$ cat config.mk
export PLATFORM = sky130hd
export DESIGN_NAME = frame_sync_stream_switch_flat
export DESIGN_NICKNAME = d
export VERILOG_FILES = /design/src/rtl/frame_sync_stream_switch_if.sv /design/src/rtl/frame_sync_stream_switch.sv /design/src/flat_wrapper.sv
export SDC_FILE = /design/constraint.sdc
export NUM_CORES = 1
export LEC_CHECK = 0
export CELL_PAD_IN_SITES_DETAIL_PLACEMENT = 0
export CELL_PAD_IN_SITES_GLOBAL_PLACEMENT = 1
export CORE_UTILIZATION = 18
export DETAILED_ROUTE_END_ITERATION = 8
export PLACE_DENSITY_LB_ADDON = 0.1
export SLEW_MARGIN = 20
export SYNTH_ARGS = -nofsm -noshare
export SYNTH_HDL_FRONTEND = slang
export SYNTH_SLANG_ARGS = --single-unit
$ cat constraint.sdc
create_clock -name clk -period 2.81 [get_ports clk]
set_clock_uncertainty 0.2 [all_clocks]
set_input_delay 0.843 -clock clk [delete_from_list [all_inputs] [get_ports clk]]
set_output_delay 0.843 -clock clk [all_outputs]
set_load 0.01 [all_outputs]
$ cat src/rtl/frame_sync_stream_switch_if.sv
// Stream bundle for frame_sync_stream_switch: NUM_SRC AXI4-Stream video sources in, one display stream out.
interface frame_sync_stream_switch_if #(
   parameter int DATA_W  = 24,
   parameter int NUM_SRC = 3
);
   logic [NUM_SRC*DATA_W-1:0] src_data;
   logic [NUM_SRC-1:0]        src_valid;
   logic [NUM_SRC-1:0]        src_user;
   logic [NUM_SRC-1:0]        src_last;
   logic [NUM_SRC-1:0]        src_ready;
   logic [DATA_W-1:0]         out_data;
   logic                      out_valid;
   logic                      out_user;
   logic                      out_last;
   logic                      out_ready;

   // master is the switch: it sinks every source and drives the display stream
   modport master (
      input  src_data, src_valid, src_user, src_last, out_ready,
      output src_ready, out_data, out_valid, out_user, out_last
   );

   modport slave (
      output src_data, src_valid, src_user, src_last, out_ready,
      input  src_ready, out_data, out_valid, out_user, out_last
   );
endinterface

$ cat src/rtl/frame_sync_stream_switch.sv
// Frame-aligned N:1 video stream switch; source changes only take effect at start-of-frame.
// Optional macro FRAME_SWITCH_DRAIN_IDLE_EN: non-selected sources are drained instead of back-pressured.
module frame_sync_stream_switch #(
   parameter int DATA_W      = 24,
   parameter int NUM_SRC     = 3,
   parameter int TIMEOUT_CYC = 0
) (
   input  logic                       clk,
   input  logic                       resetn,
   input  logic [1:0]                 sel_req,
   frame_sync_stream_switch_if.master bus,
   output logic [1:0]                 active_sel,
   output logic                       switch_pending,
   output logic                       switch_done
);

   localparam logic [0:0] ST_SYNC = 1'b0;
   localparam logic [0:0] ST_PASS = 1'b1;

   localparam int               CNT_W      = (TIMEOUT_CYC > 0) ? $clog2(TIMEOUT_CYC + 1) : 1;
   localparam int               TMO_LAST_I = (TIMEOUT_CYC > 0) ? TIMEOUT_CYC - 1 : 0;
   localparam logic [CNT_W-1:0] TMO_LAST   = CNT_W'(TMO_LAST_I);
   localparam logic [CNT_W-1:0] TMO_MAX    = CNT_W'(TIMEOUT_CYC);
   localparam logic [2:0]       NUM_SRC_L  = 3'(NUM_SRC);

`ifdef FRAME_SWITCH_DRAIN_IDLE_EN
   localparam logic IDLE_READY = 1'b1;
`else
   localparam logic IDLE_READY = 1'b0;
`endif

   logic [0:0]       state_q,    state_d;
   logic [1:0]       active_q,   active_d;
   logic [1:0]       pend_sel_q, pend_sel_d;
   logic             pending_q,  pending_d;
   logic             done_q,     done_d;
   logic [CNT_W-1:0] cnt_q,      cnt_d;

   logic              head_valid;
   logic              head_user;
   logic              head_last;
   logic [DATA_W-1:0] head_data;
   logic              head_ready;
   logic              out_valid_w;
   logic              accept;
   logic              boundary;
   logic              tmo_fire;
   logic              switch_now;
   logic              req_ok;
   logic [NUM_SRC-1:0] src_ready_w;

   // Head of the currently routed source
   always_comb begin
      head_valid = 1'b0;
      head_user  = 1'b0;
      head_last  = 1'b0;
      head_data  = '0;
      for (int i = 0; i < NUM_SRC; i++) begin
         if (active_q == 2'(i)) begin
            head_valid = bus.src_valid[i];
            head_user  = bus.src_user[i];
            head_last  = bus.src_last[i];
            head_data  = bus.src_data[i*DATA_W +: DATA_W];
         end
      end
   end

   // An SOF on the routed source while a request waits is held back for the next selection
   assign boundary = (state_q == ST_PASS) && pending_q && head_valid && head_user;

   always_comb begin
      out_valid_w = 1'b0;
      head_ready  = 1'b0;
      if (state_q == ST_PASS) begin
         out_valid_w = head_valid && !boundary;
         head_ready  = bus.out_ready && !boundary;
      end else begin
         head_ready  = head_valid && !head_user;
      end
   end

   always_comb begin
      for (int i = 0; i < NUM_SRC; i++) begin
         src_ready_w[i] = (active_q == 2'(i)) ? head_ready : IDLE_READY;
      end
   end

   assign bus.src_ready = src_ready_w;
   assign bus.out_valid = out_valid_w;
   assign bus.out_data  = head_data;
   assign bus.out_user  = head_user;
   assign bus.out_last  = head_last;

   assign accept = out_valid_w && bus.out_ready;

   // Fires on the idle cycle that brings the stall count up to TIMEOUT_CYC
   assign tmo_fire = (TIMEOUT_CYC > 0) && (state_q == ST_PASS) && pending_q &&
                     !accept && (cnt_q >= TMO_LAST);

   assign switch_now = ((state_q == ST_SYNC) && pending_q) || boundary || tmo_fire;
   assign req_ok     = ({1'b0, sel_req} < NUM_SRC_L);

   always_comb begin
      state_d    = state_q;
      active_d   = active_q;
      pend_sel_d = pend_sel_q;
      pending_d  = pending_q;
      done_d     = 1'b0;
      cnt_d      = '0;

      case (state_q)
         ST_SYNC: if (!pending_q && head_valid && head_user) state_d = ST_PASS;
         default: if (boundary || tmo_fire) state_d = ST_SYNC;
      endcase

      if (switch_now) begin
         active_d  = pend_sel_q;
         pending_d = 1'b0;
         done_d    = 1'b1;
      end

      // Compare against the post-switch selection so a late request queues for the next frame
      if (req_ok) begin
         if (sel_req != active_d) begin
            pend_sel_d = sel_req;
            pending_d  = 1'b1;
         end else begin
            pending_d  = 1'b0;
         end
      end

      if ((TIMEOUT_CYC > 0) && (state_q == ST_PASS) && pending_q && !accept && !switch_now) begin
         cnt_d = (cnt_q == TMO_MAX) ? cnt_q : cnt_q + 1'b1;
      end
   end

   always_ff @(posedge clk or negedge resetn) begin
      if (!resetn) begin
         state_q    <= ST_SYNC;
         active_q   <= 2'd0;
         pend_sel_q <= 2'd0;
         pending_q  <= 1'b0;
         done_q     <= 1'b0;
         cnt_q      <= '0;
      end else begin
         state_q    <= state_d;
         active_q   <= active_d;
         pend_sel_q <= pend_sel_d;
         pending_q  <= pending_d;
         done_q     <= done_d;
         cnt_q      <= cnt_d;
      end
   end

   assign active_sel     = active_q;
   assign switch_pending = pending_q;
   assign switch_done    = done_q;

endmodule

$ cat src/flat_wrapper.sv
// flat-port wrapper written by rule: the top's interface ports become plain ports
module frame_sync_stream_switch_flat 
#(
   parameter int DATA_W      = 24,
   parameter int NUM_SRC     = 3,
   parameter int TIMEOUT_CYC = 0
)
  (clk, resetn, sel_req, active_sel, switch_pending, switch_done, bus_src_data, bus_src_valid, bus_src_user, bus_src_last, bus_out_ready, bus_src_ready, bus_out_data, bus_out_valid, bus_out_user, bus_out_last);
  frame_sync_stream_switch_if #(.DATA_W(DATA_W), .NUM_SRC(NUM_SRC)) bus_i ();
  input  logic clk;
  input  logic resetn;
  input  logic [1:0] sel_req;
  output logic [1:0] active_sel;
  output logic switch_pending;
  output logic switch_done;
  input wire logic [$bits(bus_i.src_data)-1:0] bus_src_data;
  input wire logic [$bits(bus_i.src_valid)-1:0] bus_src_valid;
  input wire logic [$bits(bus_i.src_user)-1:0] bus_src_user;
  input wire logic [$bits(bus_i.src_last)-1:0] bus_src_last;
  input wire logic [$bits(bus_i.out_ready)-1:0] bus_out_ready;
  output wire logic [$bits(bus_i.src_ready)-1:0] bus_src_ready;
  output wire logic [$bits(bus_i.out_data)-1:0] bus_out_data;
  output wire logic [$bits(bus_i.out_valid)-1:0] bus_out_valid;
  output wire logic [$bits(bus_i.out_user)-1:0] bus_out_user;
  output wire logic [$bits(bus_i.out_last)-1:0] bus_out_last;
  assign bus_i.src_data = bus_src_data;
  assign bus_i.src_valid = bus_src_valid;
  assign bus_i.src_user = bus_src_user;
  assign bus_i.src_last = bus_src_last;
  assign bus_i.out_ready = bus_out_ready;
  assign bus_src_ready = bus_i.src_ready;
  assign bus_out_data = bus_i.out_data;
  assign bus_out_valid = bus_i.out_valid;
  assign bus_out_user = bus_i.out_user;
  assign bus_out_last = bus_i.out_last;
  frame_sync_stream_switch #(.DATA_W(DATA_W), .NUM_SRC(NUM_SRC), .TIMEOUT_CYC(TIMEOUT_CYC)) u_core (.clk(clk), .resetn(resetn), .sel_req(sel_req), .bus(bus_i), .active_sel(active_sel), .switch_pending(switch_pending), .switch_done(switch_done));
endmodule
==> results of run 1 <==
-- synth_stat cells, types with 2 or more instances --
master	n	area, um2
sky130_fd_sc_hd__dfrtp_1	7	175.2
sky130_fd_sc_hd__nand2b_1	2	12.51
sky130_fd_sc_hd__inv_1	5	18.77
sky130_fd_sc_hd__nor4_1	2	12.51
sky130_fd_sc_hd__o31ai_1	3	22.52
sky130_fd_sc_hd__o21ai_0	28	140.1
sky130_fd_sc_hd__buf_2	5	25.02
sky130_fd_sc_hd__nor3b_1	2	15.01
sky130_fd_sc_hd__nand2_1	30	112.6
sky130_fd_sc_hd__a21oi_1	3	15.01
sky130_fd_sc_hd__mux2i_1	28	280.3
sky130_fd_sc_hd__clkbuf_1	6	22.52
sky130_fd_sc_hd__nor3_1	3	15.01
sky130_fd_sc_hd__nand3b_1	2	15.01
-- worst max-delay path, delay by kind of cell --
kind / cells / cell delay [ns]
AOI/OAI and AO/OA: 2 / 0.46
muxes: 1 / 0.20
buffers and inverters: 2 / 0.25
and+or+nand+nor: 2 / 0.22
-- metrics by stage --
step / hold WS, ns / util, %
final: 0.3728 / 42.04
after detailed placement: 0.3676 / 42.61
after CTS: 0.3776 / 43.00
after floorplan: 0.3055 / -
after global placement: 0.3612 / 42.61
after global routing: 0.4156 / 42.04
-- registers in the layout, summed over array words and instances, names as in the netlist --
name	flops
u_core.active_sel	2
u_core.pend_sel_q	2
u_core.state_q	1
u_core.switch_done	1
u_core.switch_pending	1
-- final timing paths --
path                            cells after the start                             start                                end
worst min register to register                      2  u_core.pend_sel_q[0]$_DFFE_PN0P_   u_core.pend_sel_q[0]$_DFFE_PN0P_
worst max-delay path                                7                  bus_src_valid[0]                   bus_src_ready[2]
worst max register to register                      8    u_core.active_sel[0]$_DFF_PN0_  u_core.switch_pending$_DFFE_PN0P_
max in group asynchronous                           1                            resetn     u_core.active_sel[0]$_DFF_PN0_
min in group asynchronous                           1                            resetn  u_core.switch_pending$_DFFE_PN0P_
worst min-delay path                                2  u_core.pend_sel_q[0]$_DFFE_PN0P_   u_core.pend_sel_q[0]$_DFFE_PN0P_
-- kinds of logic (layout without fill, tap and decap cells) --
kind of cell / after synthesis / in the layout / share of synthesized area (%)
compound gates: 45 / 45 / 28.25
mux: 28 / 28 / 24.72
xor+xnor: 1 / 1 / 0.7728
simple gates: 49 / 49 / 23.29
buf+inv: 18 / 152 / 7.505
flops: 7 / 7 / 15.45
-- layer usage --
layer / wire length [um] / global-route usage, % / up-vias / share of wire [%]
met5: 0 / 0 / - / 0
met4: 19 / 0.5357 / 0 / 0.39
met3: 401 / 5.393 / 2 / 8.2
met2: 2434 / 27.25 / 63 / 50
met1: 2031 / 17.90 / 696 / 42
li1: - / - / 804 / -
-- power by group through the flow --
stage,combinational [mW],sequential [mW],clock (mW)
floorplan,0.915,0.212,0
CTS,1.77,0.200,0.145
global route,1.88,0.210,0.152
global placement,1.87,0.200,0
detailed placement,1.85,0.201,0
finish,1.71,0.201,0.140
-- layout make-up --
type                       instances  area [um2]  area share (%)
timing repair buffer             143        1251           49.68
sequential                         7       176.4           7.004
multi-input combinational        123       933.4           37.06
inverter                           5       18.77          0.7452
tap                               75       93.84           3.726
clock buffer                       4       45.04           1.788
-- timing repair --
item / CTS / global route
pin swaps: 7 / 10
buffers inserted: 2 / 1
resized for setup: 132 / 30
endpoints found under the setup margin: 30 / 23
hold buffers: 0 / 0
cloned: 0 / 0
==> impl.org, run 1 <==
** STA
- The worst path uses 107.0% of the clock period.
- Total count of hold-check failures in the final report :: 0
- Crit path setup slack, layout :: -0.1979 ns
- Relative slew slack :: between 70% and 80%
- Total setup violations reported at the end of the flow :: 5
- Number of max-slew violations in the final report :: 0
- Peak Freq :: roughly 330 MHz
- For the finished layout, the period the worst path requires is between 3 and 4 ns.
- For the pin with the worst max-slew slack, the measured transition is 0.4274 ns.
- RSZ-0062 raised after global routing :: true
- Final sum of negative setup slack :: -0.5801 ns

** Drt
- Total wirelength of the detailed-routed design :: 4886 um
- DRC viols :: 0
- Before antenna repair, the detailed router went through 4 iterations.
- Routed via count :: 1565
- Dividing the detail-routed via count by the number of cells gives 4.384.
- Count of routing violations after the opening detailed-route iteration :: 32
- Post-detailed-route wirelength per cell :: approximately 14 um
- Final antenna-violating net count :: 0

** Critical path
- CP endpoint kind :: output pin
- The largest single stage delay on the critical path is 0.29 ns.
- Crit-path cells :: buf_6 > mux2i_4 > a2bb2oi_4 > nor3_2 > a211o_1 > nor3b_2 > buf_2
- At the worst endpoint, the arrival time is approximately 2.0 ns.
- In this run the register-to-register setup slack is 0.58 ns.
- The largest individual stage delay along the critical path comes from the cell sky130_fd_sc_hd__a211o_1.
- Data on the critical path is required at its endpoint by between 1.5 and 2 ns.
- Crit path launch type :: input pin
- Along the worst path, the maximum fanout reaches 3.
- The setup path with the least slack is of type input pin to output pin.

** Run status
- Violated checks :: setup timing
- Outcome :: finished with violations

** Layout
- For this run, the post-layout net count is roughly 370.
- Of the cells placed in the final design, the portion with a size suffix greater than 1 is between 20% and 30%.
- Synthesis-to-finish area growth :: 122.2%
- After filler insertion, the fill cell instance count of the layout stands at between 600 and 700.
- Final design area excluding fillers :: 0.002519 mm2
- The library cell used most frequently in the layout, excluding fill and tap cells, is sky130_fd_sc_hd__clkdlybuf4s50_1.
- In the layout the commonest cells are sky130_fd_sc_hd__clkdlybuf4s50_1 (82), sky130_fd_sc_hd__nand2_1 (30), sky130_fd_sc_hd__mux2i_1 (26).
- Leaving out filler cells and counting taps, the final layout contains 357.
- The repair_antennas step left the layout with diodes totalling 0.

** Floorplanning
- The die covers 0.006619 mm2.
- During I/O placement, the number of pins put on the boundary was 120.
- Core area :: between 0.005 and 0.006 mm2
- Die boundary height :: between 80 and 90 um
- Total number of placement rows :: 28
- The initial utilization of the core area, before any placement, comes to 18.92%.
- Die width :: slightly above 80 um

** Clock tree
- Clock tree sinks :: 7
- Clock latency on the worst-skew pair :: 0.23 ns
- No sink is reached through more buffers than the 2 on the longest clock path.
- Number of buffers added by the clock tree synthesis step :: 3
- CTS tree :: done
- After clock tree synthesis, the clock-pin slew on the worst setup and hold paths is 0.04 ns.
- Clock root buffer :: sky130_fd_sc_hd__clkbuf_8
- In this run the number of H-tree levels came out at 1.

** Global route
- For this run the aggregate overflow at the end of global routing stands at 0.
- Global routing used 15.15% of the available tracks across all layers.
- Entering global routing, the biggest net connects 28 pins.
- The first global-routing pass estimated between 7000 and 8000 um of wire.
- The number of global-route vias before repair came to 1655.
- The initial antenna violation count is 0.

** Logic synthesis
- The Yosys step of the flow raised 0 warnings.
- Yosys mapped a number of flops with a built-in enable equal to 0.
- Each instance of the synthesized netlist takes up on average 7.659 um2.
- Net count after synthesis :: about 230
- The mapped netlist covers 0.001134 mm2.
- Counting flops and latches in the post-synthesis netlist gives 7.
- The synthesized netlist contains 36 unique library cells.
- Share of flip-flops with an asynchronous set or reset after synthesis :: 100.0%
- Gate count of the mapped netlist :: 148
- Among all flip-flop cells after synthesis, the most frequent one is sky130_fd_sc_hd__dfrtp_1.
- The share of the Yosys chip area taken by registers is 15.45%.

** Power and ir drop
- In this run, the clock network consumes under 10% of the power.
- Per report_power, the sequential group accounts for between 9 and 10% of the total.
- For this design the static power due to leakage is 1.063 nW.
- Overall Power :: 2.051 mW
- Peak ir drop on the vdd network :: 476.4 uV
- Switching Fraction :: between 40 and 50%
- In this run the power density over the cells is 814.2 mW/mm2.
- Internal power comes to 1.113 mW.
- Gate power share :: 83.4%
- Summed over all nets, the switching power comes to 0.9378 mW.

** Job
- Max cap viols :: 0

** Place
- The HPWL after detailed placement is just under 4000 um.
- Prior to clock tree synthesis, the placed netlist has a worst setup slack of -1.047 ns.
- Summing all placed instances gives a cell area of ~0.0026 mm2.
- Placer's final routability congestion estimate :: 0.7352
- In this run the tool buffered the top-level ports with 119 buffer cells.
- # placed instances :: 350

** Min path
- Hold crit path type :: flop to flop
Power figures use the tool's default switching activity.
==> run 2, diff against run 1 <==
--- a/config.mk
+++ b/config.mk
@@ -9,7 +9,8 @@
 export CELL_PAD_IN_SITES_GLOBAL_PLACEMENT = 1
 export CORE_UTILIZATION = 18
 export DETAILED_ROUTE_END_ITERATION = 8
-export PLACE_DENSITY_LB_ADDON = 0.1
+export MAX_ROUTING_LAYER = met4
+export PLACE_DENSITY = 0.84
 export SLEW_MARGIN = 20
 export SYNTH_ARGS = -nofsm -noshare
 export SYNTH_HDL_FRONTEND = slang
==> impl.org, run 2 (synthesis results as in run 1) <==
** Layout
- Area occupied by registers :: 176.4 um2 (unchanged)
- The library cell used most frequently in the layout, excluding fill and tap cells, is sky130_fd_sc_hd__clkdlybuf4s50_1.
- The share of layout cells above drive strength 1 is 29.68% (+1.7 points).
- # diodes :: 0 (unchanged)
- Multi-input logic area :: 967.2 um2 (+3.6%)
- The fill cell instance count of the final layout is 612 (-1.8%).
- The top cell types in the final layout, fill and taps aside, are sky130_fd_sc_hd__clkdlybuf4s50_1 (82), sky130_fd_sc_hd__nand2_1 (30), sky130_fd_sc_hd__mux2i_1 (26).
- Total number of nets in the final design :: 370 (+0.27%)
- Synthesis-to-finish area growth :: 131.8%

** Global route
- The total routing usage reported by global routing was 13.05% (-2.1 points).
- The largest net degree at the start of global routing came to 28 (unchanged).
- The global route total overflow is 0 (unchanged).
- The number of global-route vias before repair was 1470 (-11%).
- First-pass GRT wire length :: 6672 um (-14%)
- Number of antenna violations at the first check in global routing :: 0 (unchanged)

** STA
- The setup TNS is -0.6322 ns (-0.05213 ns).
- Setup repair after global routing could not meet its margin everywhere.
- The transition time of the tightest slew-check pin was 0.4093 ns (-0.01813 ns).
- The portion of the clock cycle consumed by the worst path in the final layout is 107.7% (+0.62 points).
- The worst path setup slack after routing is -0.2154 ns (-0.01746 ns).
- Total count of hold-check failures in the final report :: 0 (unchanged)
- The clock period minus final worst setup slack was 3.025 ns (+0.01746 ns).
- Relative slew slack :: 72.72% (+1.2 points)
- Peak Freq :: 330.5 MHz (-0.58%)
- The count of final max-slew check failures was 0 (unchanged).
- The number of endpoints failing setup at the final stage is 3 (-2).

** Run status
- The run finished, with violations left.
- Violated checks :: setup timing

** Critical path
- Worst path buffer plus inverter count :: 3 (+1)
- Worst path arrival time :: 1.98 ns (+0.02 ns)
- Critical-path maximum fanout :: 3 (unchanged)
- The kind of cell with the highest combined delay along the critical path is compound AO/OA/AOI/OAI gates.
- The largest individual stage delay along the critical path comes from the cell sky130_fd_sc_hd__a211o_4.
- CP peak stage delay :: 0.34 ns (+0.05 ns)
- CP endpoint kind :: output pin
- Crit-path cells :: buf_8 > mux2i_4 > buf_6 > o2bb2ai_4 > a21oi_2 > a211o_4 > nor3b_2 > buf_2
- The worst setup path is of the input pin to output pin kind.
- Crit path launch type :: input pin
- Data required time at the worst endpoint :: 1.77 ns (about the same)

** Power and ir drop
- Leak Pwr :: 1.077 nW (+1.3%)
- Overall Power :: 2.137 mW (+4.2%)
- The cell area power density is 813.2 mW/mm2 (-0.11%).
- Peak ir drop on the vdd network :: 374.1 uV (-21%)

** Floorplanning
- The width of the die came to 81.36 um (unchanged).
- Total number of placement rows :: 28 (unchanged)
- I/O pin count :: 120 (unchanged)
- The initial core utilization came to 18.92% (unchanged).
- The die outline area was 0.006619 mm2 (unchanged).
- Core area :: 0.005991 mm2 (unchanged)
- The vertical die dimension is 81.36 um (unchanged).

** Drt
- The routed wire length is 4537 um (-7.1%).
- First-pass DRT Iterations :: 3 (-1)
- The post-route DRC violation count is 0 (unchanged).
- The ratio of routed vias to standard cells is 4.450 (+1.5%).
- The DRC marker count from the first detailed-route iteration is 35 (+9.4%).
- Routed via count :: 1593 (+1.8%)
- Post-detailed-route wirelength per cell :: 12.67 um (-7.4%)
- The post-route antenna net violation count was 0 (unchanged).

** Place
- Port Buffers :: 119 (unchanged)
- Placer's final routability congestion estimate :: 0.7599 (+3.4%)
- Post-placement setup slack :: -1.088 ns (-0.04045 ns)
- The final HPWL from detailed placement is 3592 um (-7.8%).

** Job
- Max cap viols :: 0 (unchanged)

** Clock tree
- Number of buffers added by the clock tree synthesis step :: 3 (unchanged)
- Clock tree sinks :: 7 (unchanged)
- The tree is rooted in a sky130_fd_sc_hd__clkbuf_8.
- The deepest clock path buffer count was 2 (unchanged).
- CTS clock-pin slew for the worst setup and hold paths :: 0.04 ns (about the same)
- Hold-fix buffer count after cts :: 0 (unchanged)
- The H-tree depth came to 1 (unchanged).
- CTS tree :: done
- Clock latency on the worst-skew pair :: 0.23 ns (about the same)

** Min path
- The min-delay analysis places its worst path in the category flop to flop.
==> run 2: final cells by class <==
type                    instances  area share [%]
repair buffers                144           50.48
multi-input cells             123           36.81
flip-flops and latches          7           6.714
clock buffers                   4           1.714
inverters                       5          0.7143
well taps                      75           3.571
==> run 2: final timing paths <==
| path | start | endpoint | slack, ns | cells past startpoint |
|---|---|---|---|---|
| min | u_core.pend_sel_q[0]$_DFFE_PN0P_ | u_core.pend_sel_q[0]$_DFFE_PN0P_ | 0.37 | 2 |
| min reg2reg | u_core.pend_sel_q[0]$_DFFE_PN0P_ | u_core.pend_sel_q[0]$_DFFE_PN0P_ | 0.37 | 2 |
| max in group asynchronous | resetn | u_core.active_sel[0]$_DFF_PN0_ | 1.49 | 1 |
| max reg2reg | u_core.active_sel[0]$_DFF_PN0_ | u_core.switch_pending$_DFFE_PN0P_ | 0.63 | 6 |
| min in group asynchronous | resetn | u_core.switch_done$_DFF_PN0_ | 0.67 | 1 |
| max | bus_src_valid[1] | bus_src_ready[2] | -0.22 | 8 |
==> run 2: worst min-delay path: stages, from the launching register on <==
cell and delay (ns):
sky130_fd_sc_hd__dfrtp_1 0.37, sky130_fd_sc_hd__o21ai_0 0.09, sky130_fd_sc_hd__o21ai_1 0.07
==> run 2: repair_timing <==
item,4_1_cts,5_1_grt
setup buffers,2,0
resized for setup,135,27
setup endpoints to repair,30,25
pin swaps,8,9
==> run 2: per-stage QoR <==
step                instances  utilization, %  hold slack (ns)  area [um2]
floorplan                 148               -           0.3055        1172
global placement          353           42.98           0.3420        2575
detailed placement        353           42.98           0.3558        2575
CTS                       359           43.90           0.3642        2630
global route              358           43.86           0.4237        2628
finish                    358           43.86           0.3705        2628
==> run 2: layer usage <==
metal | vias up | wire length, um | track usage [%]
li1 | 812 | - | -
met1 | 706 | 1947 | 15.90
met2 | 71 | 2147 | 22.25
met3 | 4 | 403 | 1.685
met4 | 0 | 38 | 3.750
met5 | - | 0 | -
==> run 2: report_power, final <==
part | switching, mW | leakage (nW) | internal [mW]
Combinational | 0.858 | 0.970 | 0.933
Clock | 0.0419 | 0.0228 | 0.0980
Sequential | 0.0558 | 0.0843 | 0.150
